`src/rtl/pixel_frame_tx.sv`:
```
// Pixel frame transmitter: buffers upstream pixels, then sends SYNC x3, a control word and NUM_PIXEL pixels.
// Optional: define PIXEL_FRAME_TX_FRAME_CNT_EN to send an internal frame counter in the control slot.
module pixel_frame_tx #(
    parameter int PIXEL_WIDTH = 16,
    parameter int NUM_PIXEL   = 16,
    parameter int FIFO_DEPTH  = 32
) (
    input  logic                          CLK,
    input  logic                          RST,
    input  logic                          START,
    input  logic [PIXEL_WIDTH-1:0]        CNTL_WORD,
    input  logic                          PIX_VALID,
    input  logic [PIXEL_WIDTH-1:0]        PIX_DATA,
    output logic                          PIX_READY,
    output logic [PIXEL_WIDTH-1:0]        DOUT,
    output logic                          FRAME_ACTIVE,
    output logic                          DONE,
    output logic [$clog2(FIFO_DEPTH):0]   LEVEL
);

    localparam int AW = $clog2(FIFO_DEPTH);
    localparam int LW = AW + 1;
    localparam int CW = $clog2(NUM_PIXEL + 1);

    localparam logic [LW-1:0]          DEPTH_LVL  = LW'(FIFO_DEPTH);
    localparam logic [LW-1:0]          FRAME_LVL  = LW'(NUM_PIXEL);
    localparam logic [CW-1:0]          LAST_PIX   = CW'(NUM_PIXEL - 1);
    localparam logic [PIXEL_WIDTH-1:0] SYNC_WORD  = PIXEL_WIDTH'(16'hFFFF);
    localparam logic [PIXEL_WIDTH-1:0] SYNC2_WORD = PIXEL_WIDTH'(16'hAAAA);

    typedef enum logic [2:0] {
        IDLE,
        SYNC0,
        SYNC1,
        SYNC2,
        CNTL,
        PIXEL
    } state_t;

    state_t                 state;
    state_t                 next_state;
    logic [PIXEL_WIDTH-1:0] mem [FIFO_DEPTH];
    logic [AW-1:0]          wr_ptr;
    logic [AW-1:0]          rd_ptr;
    logic [LW-1:0]          level;
    logic                   pending;
    logic [CW-1:0]          pix_cnt;
    logic                   push;
    logic                   pop;
    logic                   launch;
    logic [PIXEL_WIDTH-1:0] cntl_value;
    logic [PIXEL_WIDTH-1:0] dout_next;

    assign PIX_READY = (level < DEPTH_LVL);
    assign LEVEL     = level;
    assign push      = PIX_VALID && PIX_READY;

`ifdef PIXEL_FRAME_TX_FRAME_CNT_EN
    logic [15:0] frame_cnt;
    logic        unused_cntl_word;

    assign unused_cntl_word = ^CNTL_WORD;
    assign cntl_value       = PIXEL_WIDTH'(frame_cnt);

    // Counts completed frames; stable for the whole of the next frame.
    always_ff @(posedge CLK or posedge RST) begin
        if (RST) begin
            frame_cnt <= '0;
        end else if (state == PIXEL && next_state == IDLE) begin
            frame_cnt <= frame_cnt + 16'd1;
        end
    end
`else
    logic [PIXEL_WIDTH-1:0] cntl_q;

    assign cntl_value = cntl_q;

    always_ff @(posedge CLK or posedge RST) begin
        if (RST) begin
            cntl_q <= '0;
        end else if (launch) begin
            cntl_q <= CNTL_WORD;
        end
    end
`endif

    // NOTE: every signal gets a default at the top of always_comb so no path leaves it unassigned (no latch).
    always_comb begin
        next_state = state;
        launch     = 1'b0;
        case (state)
            IDLE: begin
                if (pending && level >= FRAME_LVL) begin
                    next_state = SYNC0;
                    launch     = 1'b1;
                end
            end
            SYNC0:   next_state = SYNC1;
            SYNC1:   next_state = SYNC2;
            SYNC2:   next_state = CNTL;
            CNTL:    next_state = PIXEL;
            PIXEL:   if (pix_cnt == LAST_PIX) next_state = IDLE;
            default: next_state = IDLE;
        endcase
    end

    // DOUT is registered from next_state so the word lines up with the state it belongs to.
    always_comb begin
        dout_next = '0;
        pop       = 1'b0;
        case (next_state)
            SYNC0, SYNC1: dout_next = SYNC_WORD;
            SYNC2:        dout_next = SYNC2_WORD;
            CNTL:         dout_next = cntl_value;
            PIXEL: begin
                dout_next = mem[rd_ptr];
                pop       = 1'b1;
            end
            default:      dout_next = '0;
        endcase
    end

    // NOTE: sequential state uses non-blocking assignments so every register samples pre-edge values.
    always_ff @(posedge CLK or posedge RST) begin
        if (RST) begin
            state        <= IDLE;
            DOUT         <= '0;
            FRAME_ACTIVE <= 1'b0;
            DONE         <= 1'b0;
            pending      <= 1'b0;
            pix_cnt      <= '0;
        end else begin
            state        <= next_state;
            DOUT         <= dout_next;
            FRAME_ACTIVE <= (next_state != IDLE);
            DONE         <= (state == PIXEL) && (next_state == IDLE);
            pending      <= launch ? 1'b0 : (pending | START);
            pix_cnt      <= (state == PIXEL) ? pix_cnt + 1'b1 : '0;
        end
    end

    // Pointers wrap naturally because FIFO_DEPTH is a power of two.
    always_ff @(posedge CLK or posedge RST) begin
        if (RST) begin
            wr_ptr <= '0;
            rd_ptr <= '0;
            level  <= '0;
        end else begin
            if (push) wr_ptr <= wr_ptr + 1'b1;
            if (pop)  rd_ptr <= rd_ptr + 1'b1;
            case ({push, pop})
                2'b10:   level <= level + 1'b1;
                2'b01:   level <= level - 1'b1;
                default: level <= level;
            endcase
        end
    end

    // NOTE: storage is not reset; emptiness is tracked by level and the pointers alone.
    always_ff @(posedge CLK) begin
        if (push) mem[wr_ptr] <= PIX_DATA;
    end

endmodule

```
`config.mk`:
```
export PLATFORM = sky130hd
export DESIGN_NAME = pixel_frame_tx
export DESIGN_NICKNAME = d
export VERILOG_FILES = /design/src/rtl/pixel_frame_tx.sv
export SDC_FILE = /design/constraint.sdc
export NUM_CORES = 1
export LEC_CHECK = 0
export BUFFER_PORTS_ARGS = -buffer_cell sky130_fd_sc_hd__buf_2
export CORE_MARGIN = 2
export CORE_UTILIZATION = 35
export DETAILED_ROUTE_END_ITERATION = 16
export GPL_ROUTABILITY_DRIVEN = 1
export GPL_TIMING_DRIVEN = 0
export PLACE_DENSITY_LB_ADDON = 0.25
export SLEW_MARGIN = 20
export SYNTH_ARGS = -nofsm -noshare
export SYNTH_HDL_FRONTEND = slang
export SYNTH_SLANG_ARGS = --single-unit
```
`constraint.sdc`:
```
create_clock -name CLK -period 4.3 [get_ports CLK]
set_input_delay 0.86 -clock CLK [delete_from_list [all_inputs] [get_ports CLK]]
set_output_delay 0.86 -clock CLK [all_outputs]
set_load 0.01 [all_outputs]
```
---- Word-level counts from Yosys, hierarchy flattened ----
Memory sizes are Yosys's and may differ from the RTL's.
Index checks and enable logic that the tools add are counted.
storage, ports and cells
  register bits ........................... 59
  memory bits (writable) .................. 512
  bits of input ports ..................... 36
  output and inout port bits .............. 25
  logic and storage cells ................. 52
  memories kept ........................... 1
operators by class
  $add $sub $neg .......................... 5
  magnitude comparators ................... 2
  eq/ne operators ......................... 13
  muxes and demuxes ....................... 12
  bitwise logic cells ..................... 1
  reduce and logical (&&, ||, !) cells .... 8
memories
  name  depth  bits a word  rd ports  clocked after memory_dff  wr ports  line  text
  mem   32     16           1         0                         1         42    logic [PIXEL_WIDTH-1:0] mem [FIFO_DEPTH];
operators with widths
  cell                                                                    count
  16-bit case mux with 4 select lines                                     1
  3-bit case mux with 6 select lines                                      1
  5-bit by 1-bit adder with 5-bit output (second input constant)          3
  3-bit by 2-bit equality test with 1-bit output (second input constant)  4
  3-bit equality test (second input constant)                             4
  6-bit case mux with 2 select lines                                      1
  6-bit by 1-bit adder with 6-bit output (second input constant)          1
  3-bit by 1-bit equality test with 1-bit output (second input constant)  2
  6-bit by 5-bit >= comparator with 1-bit output (second input constant)  1
  3-bit logical NOT                                                       2
  6-bit < comparator (second input constant)                              1
  1-bit 2-to-1 mux                                                        6
  3-bit 2-to-1 mux                                                        2
  6-bit by 1-bit subtractor with 6-bit output (second input constant)     1
  5-bit by 4-bit equality test with 1-bit output (second input constant)  1
  5-bit 2-to-1 mux                                                        1
  1-bit logical AND                                                       3
  3-bit nonzero test                                                      1
  2-bit by 1-bit equality test with 1-bit output (second input constant)  1
  2-bit equality test (second input constant)                             1
  2-bit nonzero test                                                      1
  2-bit OR reduction                                                      1
  1-bit bitwise OR                                                        1

---- Longest topological paths before layout ----
Gate-level depths: netlist of run 1.
  depth after elaboration ................. 8
  depth in mapped cells ................... 14
  gate-level depth less buffers ........... 13

---- Least setup slack after synthesis of run 1 ----
OpenSTA, ideal clock, no wires.
  kind .................................... input to register
  from .................................... in PIX_VALID
  to ...................................... reg level[4], in the netlist LEVEL[4]
  setup time .............................. 0.130 ns
  data arrival time ....................... 2.620 ns
  required time ........................... 4.170 ns
  slack ................................... 1.550 ns
  stages .................................. 11
  path buffers ............................ 2
  cells stage by stage .................... nor2b_1 > clkbuf_1 > inv_1 > ha_1 > clkbuf_1 > xor2_1 > ha_1 > and3b_1 > o21ai_0 > a21oi_1 > xor2_1
on the way
  cells in the longest elaborated chain, start to end .. 3
  elaborated cells between the ends (all ways) .. 5
  classes of those cells .................. 2 x eq/ne; 1 x mux; 2 x reduce/logical
RTL lines
  item                                                                                   line  text
  start: declaration                                                                     12    input logic PIX_VALID,
  1-bit logical AND *                                                                    56    assign push = PIX_VALID && PIX_READY;
  2-bit by 1-bit equality test with 1-bit output or 2-bit equality test (tied branches)  151   case ({push, pop})
  6-bit case mux with 2 select lines or 2-bit nonzero test (tied branches)               -
  end signal: assignment                                                                 152   2'b10: level <= level + 1'b1;
  end signal: assignment                                                                 153   2'b01: level <= level - 1'b1;
  end signal: assignment                                                                 154   default: level <= level;
  end: declaration                                                                       45    logic [LW-1:0] level;
Every way passes the cells marked *; elsewhere a longest branch is shown, timed or not.
A chain may end at the register's enable or synchronous reset.

---- Worst setup path after layout of run 1 ----
  from .................................... reg pix_cnt[0]
  to ...................................... reg level[4], in the netlist LEVEL[4]
on the way
  cells in the longest elaborated chain, start to end .. 7
  elaborated cells between the ends (all ways) .. 9
  classes of those cells .................. 4 x eq/ne; 4 x mux; 1 x reduce/logical
RTL lines
  item                                                                                   line  text
  start: declaration                                                                     47    logic [CW-1:0] pix_cnt;
  start signal: assignment                                                               138   pix_cnt <= (state == PIXEL) ? pix_cnt + 1'b1 : '0;
  5-bit by 4-bit equality test with 1-bit output *                                       102   PIXEL: if (pix_cnt == LAST_PIX) next_state = IDLE;
  3-bit 2-to-1 mux *                                                                     102
  3-bit case mux with 6 select lines *                                                   91    case (state)
  3-bit equality test *                                                                  111   case (next_state)
  1-bit 2-to-1 mux *                                                                     111
  2-bit by 1-bit equality test with 1-bit output or 2-bit equality test (tied branches)  151
  6-bit case mux with 2 select lines or 2-bit nonzero test (tied branches)               -
Marked as above.

==> results of run 1 <==
## how the worst min path moves through the flow
stage | from | endpoint | slack [ns] | cells after the start
after floorplan | pix_cnt[0]$_DFF_PP0_ | pix_cnt[0]$_DFF_PP0_ | 0.43 | 1
after global placement | pix_cnt[0]$_DFF_PP0_ | pix_cnt[0]$_DFF_PP0_ | 0.45 | 1
after detailed placement | pix_cnt[0]$_DFF_PP0_ | pix_cnt[0]$_DFF_PP0_ | 0.47 | 1
after CTS | RST | pix_cnt[1]$_DFF_PP0_ | 0.17 | 2
after global routing | RST | pix_cnt[2]$_DFF_PP0_ | 0.20 | 2
final | RST | pix_cnt[2]$_DFF_PP0_ | 0.19 | 2
## metrics by stage
step                utilization (%)  hold slack, ns  power, W
floorplan                         -          0.4331  0.009882
global placement              37.53          0.4517   0.01152
detailed placement            38.26          0.4672   0.01162
CTS                           41.22          0.1681   0.01661
global route                  41.22          0.2008   0.01713
finish                        41.22          0.1905   0.01644
## registers in the layout (all words and copies together), names as in the netlist
register / cells
DONE: 1
DOUT: 16
FRAME_ACTIVE: 1
LEVEL: 6
cntl_q: 16
mem: 512
pending: 1
pix_cnt: 5
rd_ptr: 5
state: 3
wr_ptr: 5
## Yosys cell counts (all sizes together) (4+ instances only)
cell type,count
mux4,120
o21ai,18
nor2,75
edfxtp,512
mux2,17
xnor2,11
nand3,11
a22o,8
o22ai,7
a211oi,10
clkbuf,12
ha,10
or4,8
a21oi,14
nand2,26
o211ai,7
buf,43
xor2,7
nand4,4
o221ai,16
inv,7
nand2b,4
and2,8
nor3b,5
dfrtp,59
mux2i,35
a221o,7
## area by class of cell
cell class,count,area share (%)
repair buffers,83,2.420
well taps,846,4.078
plain buffers,55,1.374
clock buffers,81,6.083
flip-flops and latches,571,64.92
inverters,9,0.1398
clock inverters,27,1.099
multi-input cells,456,19.89
## per-layer routing
metal  wire, µm  track usage (%)
met1      24410            24.06
met2      25480            25.91
met3       2934            2.284
met4        934            3.964
met5          0                0
## layout by cell type, fill, tap and decap left out, types with 12 or more instances in the layout
cell,netlist,routed
sky130_fd_sc_hd__mux2_2,17,17
sky130_fd_sc_hd__o221ai_1,16,16
sky130_fd_sc_hd__edfxtp_1,512,512
sky130_fd_sc_hd__nor2_2,0,22
sky130_fd_sc_hd__o21ai_0,17,17
sky130_fd_sc_hd__nand2_1,26,26
sky130_fd_sc_hd__buf_6,9,17
sky130_fd_sc_hd__mux4_2,118,118
sky130_fd_sc_hd__mux2i_1,35,35
sky130_fd_sc_hd__buf_8,3,17
sky130_fd_sc_hd__clkbuf_1,11,31
sky130_fd_sc_hd__clkbuf_16,0,59
sky130_fd_sc_hd__buf_2,23,83
sky130_fd_sc_hd__nor2_1,75,43
sky130_fd_sc_hd__a21oi_1,14,14
sky130_fd_sc_hd__dfrtp_1,59,59
sky130_fd_sc_hd__clkinv_1,2,12
## critical path: stages (launching register included)
cell,delay (ns)
sky130_fd_sc_hd__dfrtp_1,0.37
sky130_fd_sc_hd__ha_1,0.19
sky130_fd_sc_hd__and3_1,0.18
sky130_fd_sc_hd__ha_1,0.17
sky130_fd_sc_hd__nand2_1,0.11
sky130_fd_sc_hd__nand2_1,0.30
sky130_fd_sc_hd__clkinv_1,0.44
sky130_fd_sc_hd__ha_1,0.37
sky130_fd_sc_hd__clkbuf_1,0.23
sky130_fd_sc_hd__xor2_1,0.20
sky130_fd_sc_hd__ha_1,0.23
sky130_fd_sc_hd__nor3b_1,0.22
sky130_fd_sc_hd__a21oi_1,0.06
sky130_fd_sc_hd__a21oi_1,0.19
sky130_fd_sc_hd__xor2_1,0.16
## cells by family (layout without fill, tap and decap cells)
family,Yosys count,after routing,synth area share [%]
flops,571,571,75.65
mux,172,172,14.60
simple gates,162,162,3.651
compound gates,94,94,3.073
buf+inv,64,255,1.753
xor+xnor,18,18,0.7078
fa+ha+maj,10,10,0.5617
## power by group through the flow
| stage | Clock (W) | Combinational [W] | Sequential [W] |
|---|---|---|---|
| after CTS | 0.00509 | 0.00486 | 0.00666 |
| final | 0.00498 | 0.00480 | 0.00666 |
| after global placement | 0 | 0.00475 | 0.00677 |
| after detailed placement | 0 | 0.00484 | 0.00677 |
| after floorplan | 0 | 0.00313 | 0.00675 |
| after global routing | 0.00528 | 0.00515 | 0.00670 |
==> summary.txt, run 1 <==
Run status
  – Run status: complete, no violations

Synthesis
  – Synthesized netlist net count: around 1100
  – Gate count after technology mapping: 1091
  – Synthesized area per cell: 20.42 µm²
  – Post-synth EDFFs: about 510
  – Fraction of registers with async set/reset: about a tenth
  – Count of cell types in the netlist: 52
  – Cell types with the largest area share after synthesis: sky130_fd_sc_hd__edfxtp_1, sky130_fd_sc_hd__mux4_2, sky130_fd_sc_hd__dfrtp_1, sky130_fd_sc_hd__mux2i_1, sky130_fd_sc_hd__nor2_1
  – Synthesized area: 0.02227 mm²
  – Library cell occupying the most area in the post-synthesis netlist: sky130_fd_sc_hd__edfxtp_1
  – Prevailing post-synth register cell: sky130_fd_sc_hd__edfxtp_1
  – Flip-flop and latch count after synthesis: 571
  – Proportion of synthesized chip area in sequential cells: 75.65%
  – Total number of yosys warnings: 0
  – Area share of the leading cell type in the synthesized netlist: 69.03%

CTS
  – Master cell of the clock root buffer: sky130_fd_sc_hd__clkbuf_16
  – Hold Buf Count CTS: 0
  – Worst-Skew Late Latency: 0.63 ns
  – Post-CTS Setup Inserts: 0
  – TritonCTS clock tree: done
  – Largest buffer count on any clock path: 3
  – H-Tree Depth: 2
  – CTS Buf Count: slightly below 60
  – Number of gates resized after CTS: 0
  – Clock-pin transition on the worst setup and hold timing paths: 0.06 ns
  – # clock sinks: 571

Detailed routing
  – Drc violations: 0
  – Routed wire length per instance: 25.27 µm
  – WL final: 53770 µm
  – Starting DRT DRC Count: 1078
  – Number of detailed-route iterations in the first pass: 7
  – Average vias per placed instance: 5.190
  – Post-DRT Antenna Nets: 0
  – Vias after detailed routing: around 11000

Setup path
  – Crit path arrival time: 4.06 ns
  – Crit end category: register
  – Launching instance or port of the critical path: pix_cnt[0]$_DFF_PP0_
  – Highest net fanout along the worst path: 10
  – Capture point of the critical path: LEVEL[4]$_DFFE_PP0P_
  – Required time at the worst-slack endpoint: 4.85 ns
  – Type of the setup path with the least slack: register to register
  – R2R cell count: 14
  – Startpoint of the worst register-to-register path: pix_cnt[0]$_DFF_PP0_
  – Worst flop-to-flop path endpoint: LEVEL[4]$_DFFE_PP0P_
  – Crit start category: register
  – Flop2flop setup slack: 0.79 ns

Floorplan
  – Placeable core region: 0.06297 mm²
  – Die width: 256.3 µm
  – Std-Cell Rows: 92
  – Height of the die: between 200 and 300 µm
  – # IOs: ~60
  – Total die area: 0.06567 mm²
  – Initial Utilization: 35.37%

STA
  – Share of the clock period used by the worst path after layout: 81.61%
  – Post-route minimum period: roughly 3.5 ns
  – Unrepaired setup endpoints after global routing: false
  – Count of pins over their slew limit: 0
  – Endpoints failing setup: 0
  – Slew margin rel.: 34.48%
  – Final Hold Fails: 0
  – F_max: 0.2850 GHz
  – Post-route clock skew: between 0.02 and 0.025 ns
  – Fin Setup TNS: 0 ns
  – Pin slew with the least headroom to its limit: 0.9770 ns
  – Setup slack after layout: 0.7907 ns

Cells and area
  – Non-filler cells in the finished layout: 2128
  – Final instance area: 0.02596 mm²
  – Area taken by multi-input logic gates: 0.005162 mm²
  – Fraction of final layout cells with drive strength greater than 1: about 30%
  – Final Net Count: roughly 1300
  – Ant. Diodes: 0
  – Layout filler cell count: roughly 5600
  – Register Area: 0.01685 mm²
  – Signed area change from the synthesized netlist to the final layout: 16.54%

Place
  – Post-placement cell area: 0.02409 mm²
  – IO buf count: 60
  – Placed Cells incl. Taps: slightly above 2000
  – Global placement routability congestion: 0.7932
  – Post-DP HPWL: about 35000 µm
  – Pre-CTS WS: 0.8291 ns

Power and ir drop
  – Share of power burned in the clock network: 30.3%
  – Switching power: 0.005106 W
  – Maximum vdd drop: 0.3238 mV
  – Sw frac: 31.06%
  – Sequential power share: 40.5%
  – Cell area power density: 633.3 mW/mm²
  – Internal power component: 0.01133 W
  – Cell leakage power: around 8.4 nW
  – Combinational fraction of design power: 29.2%

Run
  – Maximum capacitance violations: 0

Global routing
  – Grt total ovfl: 0
  – Antenna violations before repair: 0
  – Global-route wire length before repair: 78090 µm
  – Tot GR Track Use: ~16%
  – Pin count of the biggest net entering global routing: 40
  – Number of global-route vias before repair: 11203

Hold path
  – Worst hold-check path type: input port to async pin
No activity file was read; power rests on OpenSTA's default activity.
==> inputs of run 2 (changes only) <==
- clock period: 4.3 -> 3.3 ns (I/O delays scaled with it)
==> summary.txt, run 2 (synthesis gave the netlist of run 1 again) <==
Detailed routing
  – WL final: 53800 µm (about the same)
  – Starting DRT DRC Count: 1071 (-0.65%)
  – Post-DRT Antenna Nets: 0 (unchanged)
  – Routed wire length per instance: 25.27 µm (about the same)
  – Number of detailed-route iterations in the first pass: 7 (unchanged)
  – Average vias per placed instance: 5.204 (+0.26%)
  – Drc violations: 0 (unchanged)
  – Vias after detailed routing: 11079 (+0.31%)

STA
  – Endpoints failing setup: 0 (unchanged)
  – F_max: 0.3331 GHz (+17%)
  – Pin slew with the least headroom to its limit: 0.9808 ns (+0.003779 ns)
  – Count of pins over their slew limit: 0 (unchanged)
  – Post-route minimum period: 3.002 ns (-0.5070 ns)
  – Share of the clock period used by the worst path after layout: 90.98% (+9.4 points)
  – Final Hold Fails: 0 (unchanged)
  – Slew margin rel.: 34.22% (-0.25 points)
  – Unrepaired setup endpoints after global routing: false
  – Post-route clock skew: 0.01999 ns (-0.0004466 ns)
  – Setup slack after layout: 0.2977 ns (-0.4930 ns)

Power and ir drop
  – Cell area power density: 825.1 mW/mm² (+30%)
  – Cell leakage power: 8.460 nW (+0.15%)
  – Maximum vdd drop: 0.4242 mV (+31%)
  – Post-layout power: 0.02143 W (+30%)

Floorplan
  – # IOs: 61 (unchanged)
  – Die width: 256.3 µm (unchanged)
  – Initial Utilization: 35.37% (unchanged)
  – Std-Cell Rows: 92 (unchanged)
  – Total die area: 0.06567 mm² (unchanged)
  – Placeable core region: 0.06297 mm² (unchanged)
  – Height of the die: 256.3 µm (unchanged)

Setup path
  – Worst flop-to-flop path endpoint: LEVEL[4]$_DFFE_PP0P_
  – Max stage delay cell, worst path: sky130_fd_sc_hd__dfrtp_1
  – Crit end category: register
  – Critical path's largest stage delay: 0.40 ns (-0.04 ns)
  – Startpoint of the worst register-to-register path: pix_cnt[0]$_DFF_PP0_
  – Flop2flop setup slack: 0.30 ns (-0.49 ns)
  – Most used cell along the critical path: sky130_fd_sc_hd__ha_1
  – Highest net fanout along the worst path: 10 (unchanged)
  – Category of cells accounting for the largest share of critical-path delay: adder cells
  – Cell-by-cell listing of the critical path: ha_1 -> and3_1 -> ha_1 -> nand2_1 -> nand2_2 -> inv_4 -> ha_1 -> buf_2 -> xor2_1 -> ha_1 -> nor3b_1 -> a21oi_1 -> a21oi_1 -> xor2_1
  – Critical path buffers and inverters: 2 (unchanged)
  – Crit path arrival time: 3.55 ns (-0.51 ns)
  – Type of the setup path with the least slack: register to register
  – Required time at the worst-slack endpoint: 3.85 ns (-1.00 ns)
  – R2R cell count: 14 (unchanged)
  – Crit start category: register

CTS
  – H-Tree Depth: 2 (unchanged)
  – Worst-Skew Late Latency: 0.63 ns (about the same)
  – Largest buffer count on any clock path: 3 (unchanged)
  – CTS Buf Count: 59 (unchanged)
  – Master cell of the clock root buffer: sky130_fd_sc_hd__clkbuf_16
  – Post-CTS Setup Inserts: 0 (unchanged)
  – TritonCTS clock tree: done
  – # clock sinks: 571 (unchanged)
  – Clock-pin transition on the worst setup and hold timing paths: 0.06 ns (about the same)

Cells and area
  – Ant. Diodes: 0 (unchanged)
  – Signed area change from the synthesized netlist to the final layout: 16.61% (about the same)
  – Largest reg by FF count: mem
  – Most common cell after layout, fill and taps aside: sky130_fd_sc_hd__edfxtp_1
  – Final Net Count: 1282 (+0.078%)
  – Fraction of final layout cells with drive strength greater than 1: 30.01% (+0.21 points)
  – Non-filler cells in the finished layout: 2129 (+0.047%)
  – Finished Core Util: 41.25% (about the same)
  – Biggest regs: mem (512), DOUT (16), cntl_q (16)
  – Commonest non-fill, non-tap cells in the layout: sky130_fd_sc_hd__edfxtp_1, sky130_fd_sc_hd__mux4_2, sky130_fd_sc_hd__buf_2
  – Max reg flops: 512 (unchanged)
  – Final instance area: 0.02597 mm² (about the same)

Place
  – Global placement routability congestion: 0.7932 (unchanged)
  – IO buf count: 60 (unchanged)
  – Post-placement cell area: 0.02409 mm² (unchanged)
  – Post-DP HPWL: 34960 µm (unchanged)
  – Placed Cells incl. Taps: 2020 (unchanged)
  – Pre-CTS WS: -0.1709 ns (-1.000 ns)

Run
  – Maximum capacitance violations: 0 (unchanged)

Global routing
  – Antenna violations before repair: 0 (unchanged)
  – Pin count of the biggest net entering global routing: 40 (unchanged)
  – Global-route wire length before repair: 78090 µm (unchanged)
  – Number of global-route vias before repair: 11203 (unchanged)
  – Grt total ovfl: 0 (unchanged)
  – Tot GR Track Use: 16.40% (unchanged)

Hold path
  – Hold path start: START
  – Hold Path End: pending$_DFF_PP0_
  – Number of cells on the worst hold path: 2
  – Worst hold-check path type: input port to register

Run status
  – Run status: complete, no violations
-- run 2: layout make-up --
type                    instances  area, µm²
fillers                      5595      36990
well taps                     846       1059
inverters                       9      38.79
flip-flops and latches        571      16850
multi-input cells             456       5165
clock buffers                  81       1579
plain buffers                  55      357.8
repair buffers                 84      638.1
clock inverters                27      285.3
-- run 2: power by group --
group | total [W] | internal [W] | switching, W | leakage [nW]
sequential | 0.00868 | 0.00841 | 0.000272 | 5.31
clock | 0.00648 | 0.00374 | 0.00274 | 0.911
combinational | 0.00627 | 0.00262 | 0.00365 | 2.24
total | 0.0214 | 0.0148 | 0.00666 | 8.46
-- run 2: routing by layer --
layer	wire [µm]	vias to the layer above	GRT usage, %
li1	-	4760	-
met2	25630	322	25.91
met5	0	-	0
met3	2749	67	2.284
met1	24530	5930	24.06
met4	899	0	3.964
-- run 2: timing repair --
item | CTS | global route
endpoints found under the hold margin | 20 | 0
hold buffers | 1 | 0
setup endpoints to repair | 2 | 2
gates resized for setup | 2 | 3
-- run 2: how the worst max path moves through the flow --
| stage | cells after the start | startpoint | slack [ns] | to |
|---|---|---|---|---|
| 5_1_grt | 14 | pix_cnt[0]$_DFF_PP0_ | 0.01 | LEVEL[4]$_DFFE_PP0P_ |
| 3_5_place_dp | 14 | pix_cnt[0]$_DFF_PP0_ | -0.17 | LEVEL[4]$_DFFE_PP0P_ |
| 3_3_place_gp | 6 | PIX_VALID | -0.47 | mem[31][13]$_DFFE_PP_ |
| 2_1_floorplan | 14 | pix_cnt[0]$_DFF_PP0_ | 0.55 | LEVEL[4]$_DFFE_PP0P_ |
| 4_1_cts | 14 | pix_cnt[0]$_DFF_PP0_ | 0.10 | LEVEL[4]$_DFFE_PP0P_ |
| 6_report | 14 | pix_cnt[0]$_DFF_PP0_ | 0.30 | LEVEL[4]$_DFFE_PP0P_ |
-- run 2: through the flow --
| stage | setup TNS, ns | hold WS, ns |
|---|---|---|
| floorplan | 0 | 0.4331 |
| global placement | -178.35 | 0.4517 |
| detailed placement | -0.2847 | 0.4672 |
| CTS | 0 | 0.2164 |
| global route | 0 | 0.2322 |
| finish | 0 | 0.2492 |
==> inputs of run 3 (changes only) <==
==> constraint.sdc (replaced) <==
create_clock -name CLK -period 3.3 [get_ports CLK]
set_input_delay 0 -clock CLK [delete_from_list [all_inputs] [get_ports CLK]]
set_output_delay 0 -clock CLK [all_outputs]
set_load 0.01 [all_outputs]
==> summary.txt, run 3 (synthesis gave the netlist of run 1 again) <==
Setup path
  – Crit end category: register
  – Startpoint of the worst register-to-register path: pix_cnt[0]$_DFF_PP0_
  – Max stage delay cell, worst path: sky130_fd_sc_hd__dfrtp_1
  – R2R cell count: 14 (unchanged)
  – Critical path's largest stage delay: 0.40 ns (about the same)
  – Required time at the worst-slack endpoint: 3.80 ns (-0.05 ns)
  – Highest net fanout along the worst path: 10 (unchanged)
  – Cell-by-cell listing of the critical path: ha_1 -> and3_1 -> ha_1 -> nand2_1 -> nand2_2 -> inv_4 -> ha_1 -> buf_2 -> xor2_1 -> ha_1 -> and3b_1 -> o21ai_0 -> a21oi_1 -> xor2_1
  – Type of the setup path with the least slack: register to register
  – Crit path arrival time: 3.58 ns (+0.03 ns)
  – Crit start category: register
  – Launching instance or port of the critical path: pix_cnt[0]$_DFF_PP0_
  – Most used cell along the critical path: sky130_fd_sc_hd__ha_1

CTS
  – Master cell of the clock root buffer: sky130_fd_sc_hd__clkbuf_16
  – Worst-Skew Late Latency: 0.63 ns (about the same)
  – CTS Buf Count: 59 (unchanged)
  – # clock sinks: 571 (unchanged)
  – Largest buffer count on any clock path: 3 (unchanged)
  – Clock-pin transition on the worst setup and hold timing paths: 0.06 ns (about the same)
  – TritonCTS clock tree: done
  – H-Tree Depth: 2 (unchanged)
  – Post-CTS Setup Inserts: 0 (unchanged)

Floorplan
  – Placeable core region: 0.06297 mm² (unchanged)
  – Total die area: 0.06567 mm² (unchanged)
  – Initial Utilization: 35.37% (unchanged)
  – Die width: 256.3 µm (unchanged)
  – Std-Cell Rows: 92 (unchanged)
  – Height of the die: 256.3 µm (unchanged)
  – # IOs: 61 (unchanged)

STA
  – Count of pins over their slew limit: 0 (unchanged)
  – Unrepaired setup endpoints after global routing: false
  – Share of the clock period used by the worst path after layout: 93.17% (+2.2 points)
  – Final Hold Fails: 0 (unchanged)
  – Slew margin rel.: 32.83% (-1.4 points)
  – Pin slew with the least headroom to its limit: 1.001 ns (+0.02070 ns)
  – Endpoints failing setup: 0 (unchanged)
  – Post-route minimum period: 3.074 ns (+0.07222 ns)
  – Post-route clock skew: 0.01859 ns (-0.001393 ns)
  – F_max: 0.3253 GHz (-2.3%)
  – Fin Setup TNS: 0 ns (unchanged)
  – Hold slack final: 0.1296 ns (-0.1196 ns)

Detailed routing
  – Starting DRT DRC Count: 1099 (+2.6%)
  – Average vias per placed instance: 5.188 (-0.31%)
  – Number of detailed-route iterations in the first pass: 5 (-2)
  – Routed wire length per instance: 25.02 µm (-1.0%)
  – Drc violations: 0 (unchanged)
  – Vias after detailed routing: 11221 (+1.3%)
  – WL final: 54110 µm (+0.57%)
  – Post-DRT Antenna Nets: 0 (unchanged)

Global routing
  – Number of global-route vias before repair: 11375 (+1.5%)
  – Global-route wire length before repair: 78720 µm (+0.80%)
  – Tot GR Track Use: 16.50% (+0.11 points)
  – Grt total ovfl: 0 (unchanged)
  – Antenna violations before repair: 0 (unchanged)
  – Pin count of the biggest net entering global routing: 40 (unchanged)

Power and ir drop
  – Post-layout power: 0.02146 W (+0.15%)
  – Combinational fraction of design power: 29.4% (about the same)
  – Share of power burned in the clock network: 30.2% (about the same)
  – Cell area power density: 815.7 mW/mm² (-1.1%)
  – Internal power component: 0.01480 W (+0.18%)
  – Sequential power share: 40.5% (about the same)
  – Sw frac: 31.05% (about the same)
  – Switching power: 0.006666 W (about the same)
  – Cell leakage power: 8.602 nW (+1.7%)
  – Maximum vdd drop: 0.4214 mV (-0.66%)

Cells and area
  – Final Net Count: 1316 (+2.7%)
  – Register Area: 0.01685 mm² (unchanged)
  – Most common cell after layout, fill and taps aside: sky130_fd_sc_hd__edfxtp_1
  – Commonest non-fill, non-tap cells in the layout: sky130_fd_sc_hd__edfxtp_1, sky130_fd_sc_hd__mux4_2, sky130_fd_sc_hd__buf_2
  – Final instance area: 0.02631 mm² (+1.3%)
  – Biggest regs: mem (512), DOUT (16), cntl_q (16)
  – Fraction of final layout cells with drive strength greater than 1: 29.23% (-0.77 points)
  – Non-filler cells in the finished layout: 2163 (+1.6%)
  – Max reg flops: 512 (unchanged)
  – Area taken by multi-input logic gates: 0.005165 mm² (unchanged)
  – Ant. Diodes: 0 (unchanged)
  – Largest reg by FF count: mem
  – Layout filler cell count: 5577 (-0.32%)
  – Signed area change from the synthesized netlist to the final layout: 18.14%

Place
  – Global placement routability congestion: 0.7932 (unchanged)
  – IO buf count: 60 (unchanged)
  – Placed Cells incl. Taps: 2020 (unchanged)
  – Post-DP HPWL: 34960 µm (unchanged)
  – Post-placement cell area: 0.02409 mm² (unchanged)

Run status
  – Run status: complete, no violations

Run
  – Maximum capacitance violations: 0 (unchanged)

Hold path
  – Worst hold-check path type: input port to register
  – Number of cells on the worst hold path: 3 (+1)
  – Hold path start: START
## run 3: area by class of cell
type,instances,area share [%]
sequential,571,64.04
multi-input combinational,456,19.63
clock buffer,81,6.001
tap,846,4.023
timing repair buffer,118,3.718
buffer,55,1.360
clock inverter,27,1.084
inverter,9,0.1474
## run 3: per-stage QoR
stage	utilization [%]	setup WS, ns
after global routing	41.79	0.004625
after CTS	41.79	0.1016
final	41.79	0.2255
after detailed placement	38.26	-0.1709
after global placement	37.53	-0.1338
after floorplan	-	0.5540
## run 3: final timing paths
path	to	slack (ns)
worst min register to register	pix_cnt[0]$_DFF_PP0_	0.47
worst max register to register	LEVEL[4]$_DFFE_PP0P_	0.23
min in group asynchronous	pix_cnt[2]$_DFF_PP0_	0.47
worst min-delay path	pending$_DFF_PP0_	0.13
worst max-delay path	LEVEL[4]$_DFFE_PP0P_	0.23
max in group asynchronous	wr_ptr[1]$_DFFE_PP0P_	2.31
## run 3: routing by layer
metal | vias up | wire length (µm) | GRT usage [%]
li1 | 4824 | - | -
met1 | 6004 | 24640 | 24.12
met2 | 322 | 25660 | 26.13
met3 | 71 | 2825 | 2.244
met4 | 0 | 990 | 4.207
met5 | - | 0 | 0
## run 3: worst max-delay path: cells and delay by family, from the launching register on
| family | cells | cell delay [ns] |
|---|---|---|
| AO/OA/AOI/OAI | 2 | 0.32 |
| buffers and inverters | 2 | 0.42 |
| XOR/XNOR | 2 | 0.24 |
| AND/OR/NAND/NOR | 4 | 0.70 |
| flip-flops | 1 | 0.40 |
| adder cells (fa/ha/maj) | 4 | 0.85 |
## run 3: power by group through the flow
stage          combinational (W)  sequential (W)  clock (W)
4_1_cts                  0.00637         0.00868    0.00663
3_3_place_gp             0.00618         0.00882          0
6_report                 0.00630         0.00869    0.00648
3_5_place_dp             0.00631         0.00882          0
5_1_grt                  0.00675         0.00873    0.00688
2_1_floorplan            0.00408         0.00880          0
## run 3: timing repair
| item | in CTS | in global routing |
|---|---|---|
| hold endpoints to repair | 581 | 0 |
| cloned | 0 | 0 |
| hold buffers | 35 | 0 |
| resized for setup | 2 | 3 |
| setup endpoints to repair | 2 | 2 |
